`src/rtl/issue_exec_stage_muldiv.sv`:
```
// issue_exec_stage_muldiv: multi-cycle integer multiplier stage (MUL/MULH/MULHSU/MULHU).
// The multiplier retires BPC bits per BUSY cycle on operand magnitudes; the sign is applied at the end.
// Optional feature: define MULDIV_EARLY_OUT_EN to finish as soon as the remaining multiplier bits are zero.
//
// state | meaning
// IDLE  | no op held; ready to accept
// BUSY  | shift-add iterations in progress
// DONE  | result presented on outputs until consumed
module issue_exec_stage_muldiv #(
  parameter int WIDTH   = 64,
  parameter int BPC     = 2,
  parameter int ROBsize = 16,
  parameter int CMDW    = 10,
  localparam int TAGW   = $clog2(ROBsize + 1)
) (
  input  logic             clk_i,
  input  logic             reset_n_i,
  input  logic [WIDTH-1:0] reservationStationVal1_i,
  input  logic [WIDTH-1:0] reservationStationVal2_i,
  input  logic [CMDW-1:0]  reservationStationCommands_i,
  input  logic [TAGW-1:0]  reservationStationTag_i,
  input  logic             readyRS_i,
  output logic             stallRS_o,
  input  logic             canGo_i,
  input  logic             flush_i,
  output logic [WIDTH-1:0] executeVal_o,
  output logic [CMDW-1:0]  executeCommands_o,
  output logic [TAGW-1:0]  executeTag_o,
  output logic [3:0]       executeFlags_o,
  output logic             valid_o
);

  localparam int N    = WIDTH / BPC;
  localparam int CNTW = $clog2(N + 1);

  typedef enum logic [1:0] {S_IDLE, S_BUSY, S_DONE} state_e;

  state_e               state_q, state_d;
  logic [CNTW-1:0]      cnt_q, cnt_d;
  logic [2*WIDTH-1:0]   mcand_q, mcand_d;
  logic [WIDTH-1:0]     mplier_q, mplier_d;
  logic [2*WIDTH-1:0]   acc_q, acc_d;
  logic                 neg_q, neg_d;
  logic [CMDW-1:0]      cmd_q, cmd_d;
  logic [TAGW-1:0]      tag_q, tag_d;
  logic [WIDTH-1:0]     res_q, res_d;

  logic [1:0]           op_in;
  logic                 a_neg, b_neg;
  logic [WIDTH-1:0]     a_mag, b_mag;
  logic [2*WIDTH-1:0]   acc_step, prod;
  logic [WIDTH-1:0]     mplier_rest;
  logic                 last_step;
  logic                 accept;

  // Operand sign handling: MULH treats both signed, MULHSU only A; MUL/MULHU are unsigned
  always_comb begin
    op_in = reservationStationCommands_i[1:0];
    a_neg = ((op_in == 2'b01) || (op_in == 2'b10)) && reservationStationVal1_i[WIDTH-1];
    b_neg = (op_in == 2'b01) && reservationStationVal2_i[WIDTH-1];
    // The most-negative value negates to 2^(WIDTH-1), which still fits as an unsigned magnitude
    a_mag = a_neg ? ({WIDTH{1'b0}} - reservationStationVal1_i) : reservationStationVal1_i;
    b_mag = b_neg ? ({WIDTH{1'b0}} - reservationStationVal2_i) : reservationStationVal2_i;
  end

  // One radix-2^BPC step: add multiplicand times the low multiplier digit
  always_comb begin
    acc_step    = acc_q + mcand_q * {{(2*WIDTH-BPC){1'b0}}, mplier_q[BPC-1:0]};
    prod        = neg_q ? ({(2*WIDTH){1'b0}} - acc_step) : acc_step;
    mplier_rest = mplier_q >> BPC;
`ifdef MULDIV_EARLY_OUT_EN
    last_step   = (cnt_q == '0) || (mplier_rest == '0);
`else
    last_step   = (cnt_q == '0);
`endif
  end

  // Handshake: stall while in reset, flushing, busy, or holding an unconsumed result
  always_comb begin
    stallRS_o = ~reset_n_i | flush_i |
                ~((state_q == S_IDLE) | ((state_q == S_DONE) & canGo_i));
    accept    = readyRS_i & ~stallRS_o;
  end

  // Next-state and datapath update
  always_comb begin
    state_d  = state_q;
    cnt_d    = cnt_q;
    mcand_d  = mcand_q;
    mplier_d = mplier_q;
    acc_d    = acc_q;
    neg_d    = neg_q;
    cmd_d    = cmd_q;
    tag_d    = tag_q;
    res_d    = res_q;
    unique case (state_q)
      S_BUSY: begin
        acc_d    = acc_step;
        mcand_d  = mcand_q << BPC;
        mplier_d = mplier_rest;
        cnt_d    = cnt_q - CNTW'(1);
        if (last_step) begin
          state_d = S_DONE;
          res_d   = (cmd_q[1:0] == 2'b00) ? prod[WIDTH-1:0] : prod[2*WIDTH-1:WIDTH];
        end
      end
      S_DONE: begin
        if (canGo_i) state_d = S_IDLE;
      end
      default: ;
    endcase
    if (accept) begin
      state_d  = S_BUSY;
      cnt_d    = CNTW'(N - 1);
      mcand_d  = {{WIDTH{1'b0}}, a_mag};
      mplier_d = b_mag;
      acc_d    = '0;
      neg_d    = a_neg ^ b_neg;
      cmd_d    = reservationStationCommands_i;
      tag_d    = reservationStationTag_i;
    end
    if (flush_i) state_d = S_IDLE;
  end

  // State and datapath registers
  always_ff @(posedge clk_i or negedge reset_n_i) begin
    if (!reset_n_i) begin
      state_q  <= S_IDLE;
      cnt_q    <= '0;
      mcand_q  <= '0;
      mplier_q <= '0;
      acc_q    <= '0;
      neg_q    <= 1'b0;
      cmd_q    <= '0;
      tag_q    <= '0;
      res_q    <= '0;
    end else begin
      state_q  <= state_d;
      cnt_q    <= cnt_d;
      mcand_q  <= mcand_d;
      mplier_q <= mplier_d;
      acc_q    <= acc_d;
      neg_q    <= neg_d;
      cmd_q    <= cmd_d;
      tag_q    <= tag_d;
      res_q    <= res_d;
    end
  end

  // Result outputs are only driven while DONE; command/tag always show the last capture
  always_comb begin
    valid_o           = (state_q == S_DONE);
    executeVal_o      = valid_o ? res_q : '0;
    executeFlags_o    = {3'b000, valid_o & (res_q == '0)};
    executeCommands_o = cmd_q;
    executeTag_o      = tag_q;
  end

endmodule
```
`config.mk`:
```
export PLATFORM = sky130hd
export DESIGN_NAME = issue_exec_stage_muldiv
export DESIGN_NICKNAME = d
export VERILOG_FILES = /design/src/rtl/issue_exec_stage_muldiv.sv
export SDC_FILE = /design/constraint.sdc
export NUM_CORES = 2
export LEC_CHECK = 0
export BUFFER_PORTS_ARGS = -buffer_cell sky130_fd_sc_hd__buf_4
export CORE_ASPECT_RATIO = 2
export CORE_MARGIN = 1
export CORE_UTILIZATION = 65
export CTS_BUF_LIST = sky130_fd_sc_hd__clkbuf_16
export CTS_CLUSTER_DIAMETER = 60
export DETAILED_ROUTE_END_ITERATION = 7
export HOLD_SLACK_MARGIN = 0.06
export PLACE_DENSITY = 0.8
export RECOVER_POWER = 25
export SLEW_MARGIN = 20
export SYNTH_ARGS = -nofsm -noshare
export SYNTH_HDL_FRONTEND = slang
export SYNTH_SLANG_ARGS = --single-unit
```
`constraint.sdc`:
```
create_clock -name clk_i -period 15.1 [get_ports clk_i]
set_input_delay 2.265 -clock clk_i [delete_from_list [all_inputs] [get_ports clk_i]]
set_output_delay 2.265 -clock clk_i [all_outputs]
set_load 0.05 [all_outputs]
```
==> key figures, run 1 <==
Place
  • GP Congestion: around 1.2
  • Buffers on Ports: 229
  • Hpwl dp: 133000 um
  • Placed Cells: a little under 6000

Synthesis
  • FFs w/ async S/R, synth: 1.00
  • Register bit count reported by yosys: 408
  • Synth Area per Inst: 7.50 um^2
  • Primary FF master, synth: dfrtp_1
  • Post-synth EDFFs: 0
  • Mapped cell area: 38900 um^2
  • Netlist cell types: about 110
  • Sequential element share of the synthesized area: 0.262
  • Yosys warns: 0
  • Mapped Cells: 5191

Run status
  • Error msg: [ERROR GRT-0116] Global routing finished with congestion. Check the congestion regions in the DRC Viewer.
  • Stage reached: global routing
  • Status: stopped before the end

Clock tree
  • Clock sinks: 408
  • Max clock buf depth: 3
  • Post-cts hold buffer count: 0
  • H-tree levels: 2
  • Post-CTS Setup Bufs: 0
  • CTS root buf: clkbuf_16
  • CTS-repair resized insts: 0
  • CTS buffer count: 43

Floorplan
  • Die width: ~180 um
  • Initial Utilization: 0.659
  • Rows: 126
  • IO Pins: roughly 230
  • Die Span Y: 348 um

Global route
  • Gr ovfl total: 33
  • GRT Overall Usage: 0.639
  • First-pass GRT wire length: about 300000 um
  • Number of global-route vias before repair: 46800
  • Pin count of the biggest net entering global routing: 165
per-stage QoR:
step | cell area [um^2] | setup slack, ns | hold WS (ns)
after floorplan | 39000 | 9.19 | 0.450
after global placement | 41000 | 7.19 | 0.459
after detailed placement | 41000 | 7.02 | 0.464
after CTS | 42400 | 7.00 | 0.482
Yosys cell counts, types with 123 or more instances:
cell / number / area share
o21ai_0: 521 / 0.067
nand4_1: 123 / 0.020
ha_1: 133 / 0.043
clkbuf_1: 280 / 0.027
nand3_1: 163 / 0.021
a21oi_1: 335 / 0.043
xor2_1: 131 / 0.029
xnor2_1: 125 / 0.028
dfrtp_1: 408 / 0.26
nor2_1: 328 / 0.032
nand2_1: 834 / 0.080
fa_1: 127 / 0.065
inv_1: 368 / 0.035
cell families after synthesis:
kind of cell,Yosys count,synth area share
flops,408,0.262
other cells,1,0.0000963
xor+xnor,258,0.0584
fa+ha+maj,260,0.108
compound gates,1548,0.251
mux,25,0.00671
buf+inv,694,0.0682
simple gates,1997,0.245
layer usage:
layer	track usage	overflow
met1	0.614	0
met2	0.929	19
met3	0.319	0
met4	0.723	14
met5	0.0261	0
==> inputs of run 2 (changes only) <==
Settings changed: CORE_ASPECT_RATIO 2 to unset, CORE_UTILIZATION 65 to 40, CTS_BUF_LIST sky130_fd_sc_hd__clkbuf_16 to unset, CTS_CLUSTER_DIAMETER 60 to unset, HOLD_SLACK_MARGIN 0.06 to unset, PLACE_DENSITY 0.8 to unset, PLACE_DENSITY_LB_ADDON set to 0.15.
==> key figures, run 2 <==
Run status
  • Status: finished, violations left
  • Violated checks: max-capacitance violations, max-slew violations

Global route
  • First-pass GRT wire length: 248000 um
  • Most Crowded Layer GR: met2
  • Met3 GRT Util: 0.0422
  • Number of global-route vias before repair: roughly 38000
  • GRT Overall Usage: 0.330
  • Met1 Use GR: 0.458
  • Pin count of the biggest net entering global routing: between 150 and 200
  • Gr ovfl total: 0
  • Initial antenna violation count: 7
  • Met2 usage: 0.509

Setup path
  • Critical path fanouts, max: 62
  • Worst path cell trace: buf_4, nand2_1, fa_1, inv_1, ha_1, a21o_1, a31oi_1, a211oi_1, or3_1, a221o_1, o211ai_1, o211ai_1, nor4_2, nand4_1, nor3_4, nand3_1, nor3_2, mux2_1, o211ai_1
  • CP max stage delay: 0.83 ns
  • Crit path capture type: register
  • Startpoint types: register
  • Crit path max-delay family: simple AND/OR/NAND/NOR gates
  • CP max-delay cell: dfrtp_4
  • WP data required: about 16 ns
  • Critical path's most frequent cell: o211ai_1
  • Setup CP Type: reg -> reg
  • Crit path buffers/inverters: 2
  • Arr. time, crit path: 9.22 ns

Timing
  • Final Skew: 0.0697 ns
  • Crit share post-route: 0.573
  • Count of pins over their slew limit: 196
  • Slew of the pin with the lowest slew margin: 3.39 ns
  • Min Tclk post-route: 8.65 ns
  • Worst hold slack: 0.477 ns
  • Setup TNS: 0 ns
  • Slew HR: -1.26
  • Endpoints failing hold: 0
  • Fmax: between 0.1 and 0.15 GHz
  • Final Setup Violations: 0
  • RSZ-0062 raised after global routing: no

Synthesis
  • Sequential element share of the synthesized area: 0.262
  • Yosys warns: 0
  • Post-synth EDFFs: 0
  • FFs w/ async S/R, synth: 1.00
  • Most numerous cell in the Yosys netlist: nand2_1
  • Netlist cell types: 111
  • Synth top area share: 0.262
  • Synth Area per Inst: 7.50 um^2
  • Register bit count reported by yosys: 408
  • Post-synth top area cell: dfrtp_1
  • Leading cell types by count after synthesis: nand2_1, o21ai_0, dfrtp_1
  • Primary FF master, synth: dfrtp_1
  • Synth area leaders: dfrtp_1, nand2_1, o21ai_0
  • Mapped Cells: 5191
  • Mapped cell area: ~39000 um^2

Detailed routing
  • Vias/cell: slightly above 6
  • Final ANT Viol Nets: 0
  • DRC errors left: 0
  • DR vias: around 40000
  • Initial DRT Pass Iterations: 6
  • WL final: 166000 um
  • Drt wl/cell: 25.4 um
  • DR iter-0 viols: approximately 4000

Floorplan
  • Rows: 114
  • Initial Utilization: 0.403
  • Die width: approximately 310 um
  • Die Span Y: 314 um
  • Core ar.: 96600 um^2
  • Die ar.: 98600 um^2
  • IO Pins: 233

Clock tree
  • Clock sinks: 408
  • CTS buffer count: 54
  • CTS-repair resized insts: 0
  • Worst skew pair latency: 0.71 ns
  • Post-CTS Setup Bufs: 0
  • H-tree levels: 2
  • CTS root buf: clkbuf_16
  • Post-cts hold buffer count: 0
  • Max clock buf depth: 3
  • Clock slew at reported path FFs: 0.06 ns
  • CTS tree: yes

Final layout
  • Layout overhead on the synthesized area: 11.7%
  • FF+latch area: 10200 um^2
  • Commonest non-fill, non-tap cell in the layout: nand2_1
  • Fin nets: 5632
  • Filler cells: 9770
  • Multi-input gate area: between 20000 and 30000 um^2
  • Biggest regs: acc_q (128), mcand_q (128)
  • Layout cells sized above 1: 0.0919
  • Commonest cells after routing, fill and taps aside: nand2_1, o21ai_0, dfrtp_1

Pwr
  • Total Power: ~7.4 mW
  • Leakage: 18.7 nW
  • Peak supply drop: 0.0842 mV
  • Cell Pwr Density: 169 nW/um^2

Place
  • Buffers on Ports: 229
  • GP Congestion: 1.06
  • Hpwl dp: 131000 um

Hold path
  • Hold Crit Class: reg -> reg

Flow run
  • Max_cap viols: 5
## run 2: cell counts after synthesis
No cell type changed its count.
## run 2: stage by stage
stage               instance area (um^2)  cells  utilization  setup slack [ns]
global route                       43500   6546        0.451              6.10
detailed placement                 41600   6444        0.431              6.67
CTS                                43500   6545        0.451              6.62
global placement                   41600   6444        0.431              6.68
floorplan                          39000   5193            -              9.19
finish                             43500   6546        0.451              6.45
## run 2: logic make-up (layout without fill, tap and decap cells)
group | count (synthesis) | in the layout | share of synthesized area
simple gates | 1997 | 1997 | 0.245
compound gates | 1548 | 1548 | 0.251
buf+inv | 694 | 770 | 0.0682
flops | 408 | 408 | 0.262
fa+ha+maj | 260 | 260 | 0.108
xor+xnor | 258 | 258 | 0.0584
mux | 25 | 25 | 0.00671
other cells | 1 | 4 | 0.0000963
## run 2: path summary, 6_finish.rpt
check                                          start              endpoint  slack, ns  depth (start not counted)
worst max register to register           mplier_q[1]             res_q[61]       6.45                         19
worst max-delay path                     mplier_q[1]             res_q[61]       6.45                         19
max in group asynchronous                  reset_n_i            mcand_q[6]       7.47                          4
worst min-delay path            executeCommands_o[8]  executeCommands_o[8]       0.48                          2
min in group asynchronous                  reset_n_i             acc_q[67]       2.48                          1
worst min register to register  executeCommands_o[8]  executeCommands_o[8]       0.48                          2
## run 2: cell type report
type | count | share of cell area
clock buffers | 79 | 0.0369
diodes | 1 | 0.0000575
clock inverters | 22 | 0.00704
flip-flops and latches | 408 | 0.235
inverters | 369 | 0.0318
well taps | 1276 | 0.0367
repair buffers | 300 | 0.0520
multi-input cells | 4091 | 0.601
## run 2: power breakdown
group | internal, mW | switching [mW]
Combinational | 1.29 | 3.09
Clock | 0.811 | 0.577
Sequential | 1.36 | 0.244
Total | 3.46 | 3.91
## run 2: routing by layer
| layer | vias to the layer above | share of wire |
|---|---|---|
| li1 | 18500 | - |
| met1 | 19700 | 0.44 |
| met2 | 1540 | 0.44 |
| met3 | 332 | 0.065 |
| met4 | 6 | 0.052 |
| met5 | - | 0.00023 |
## run 2: tightest hold or removal path: stages, from the launching register on
cell and delay (ns):
dfrtp_1 0.34, nand2_1 0.05, nand2_1 0.05
Power figures use the tool's default switching activity.
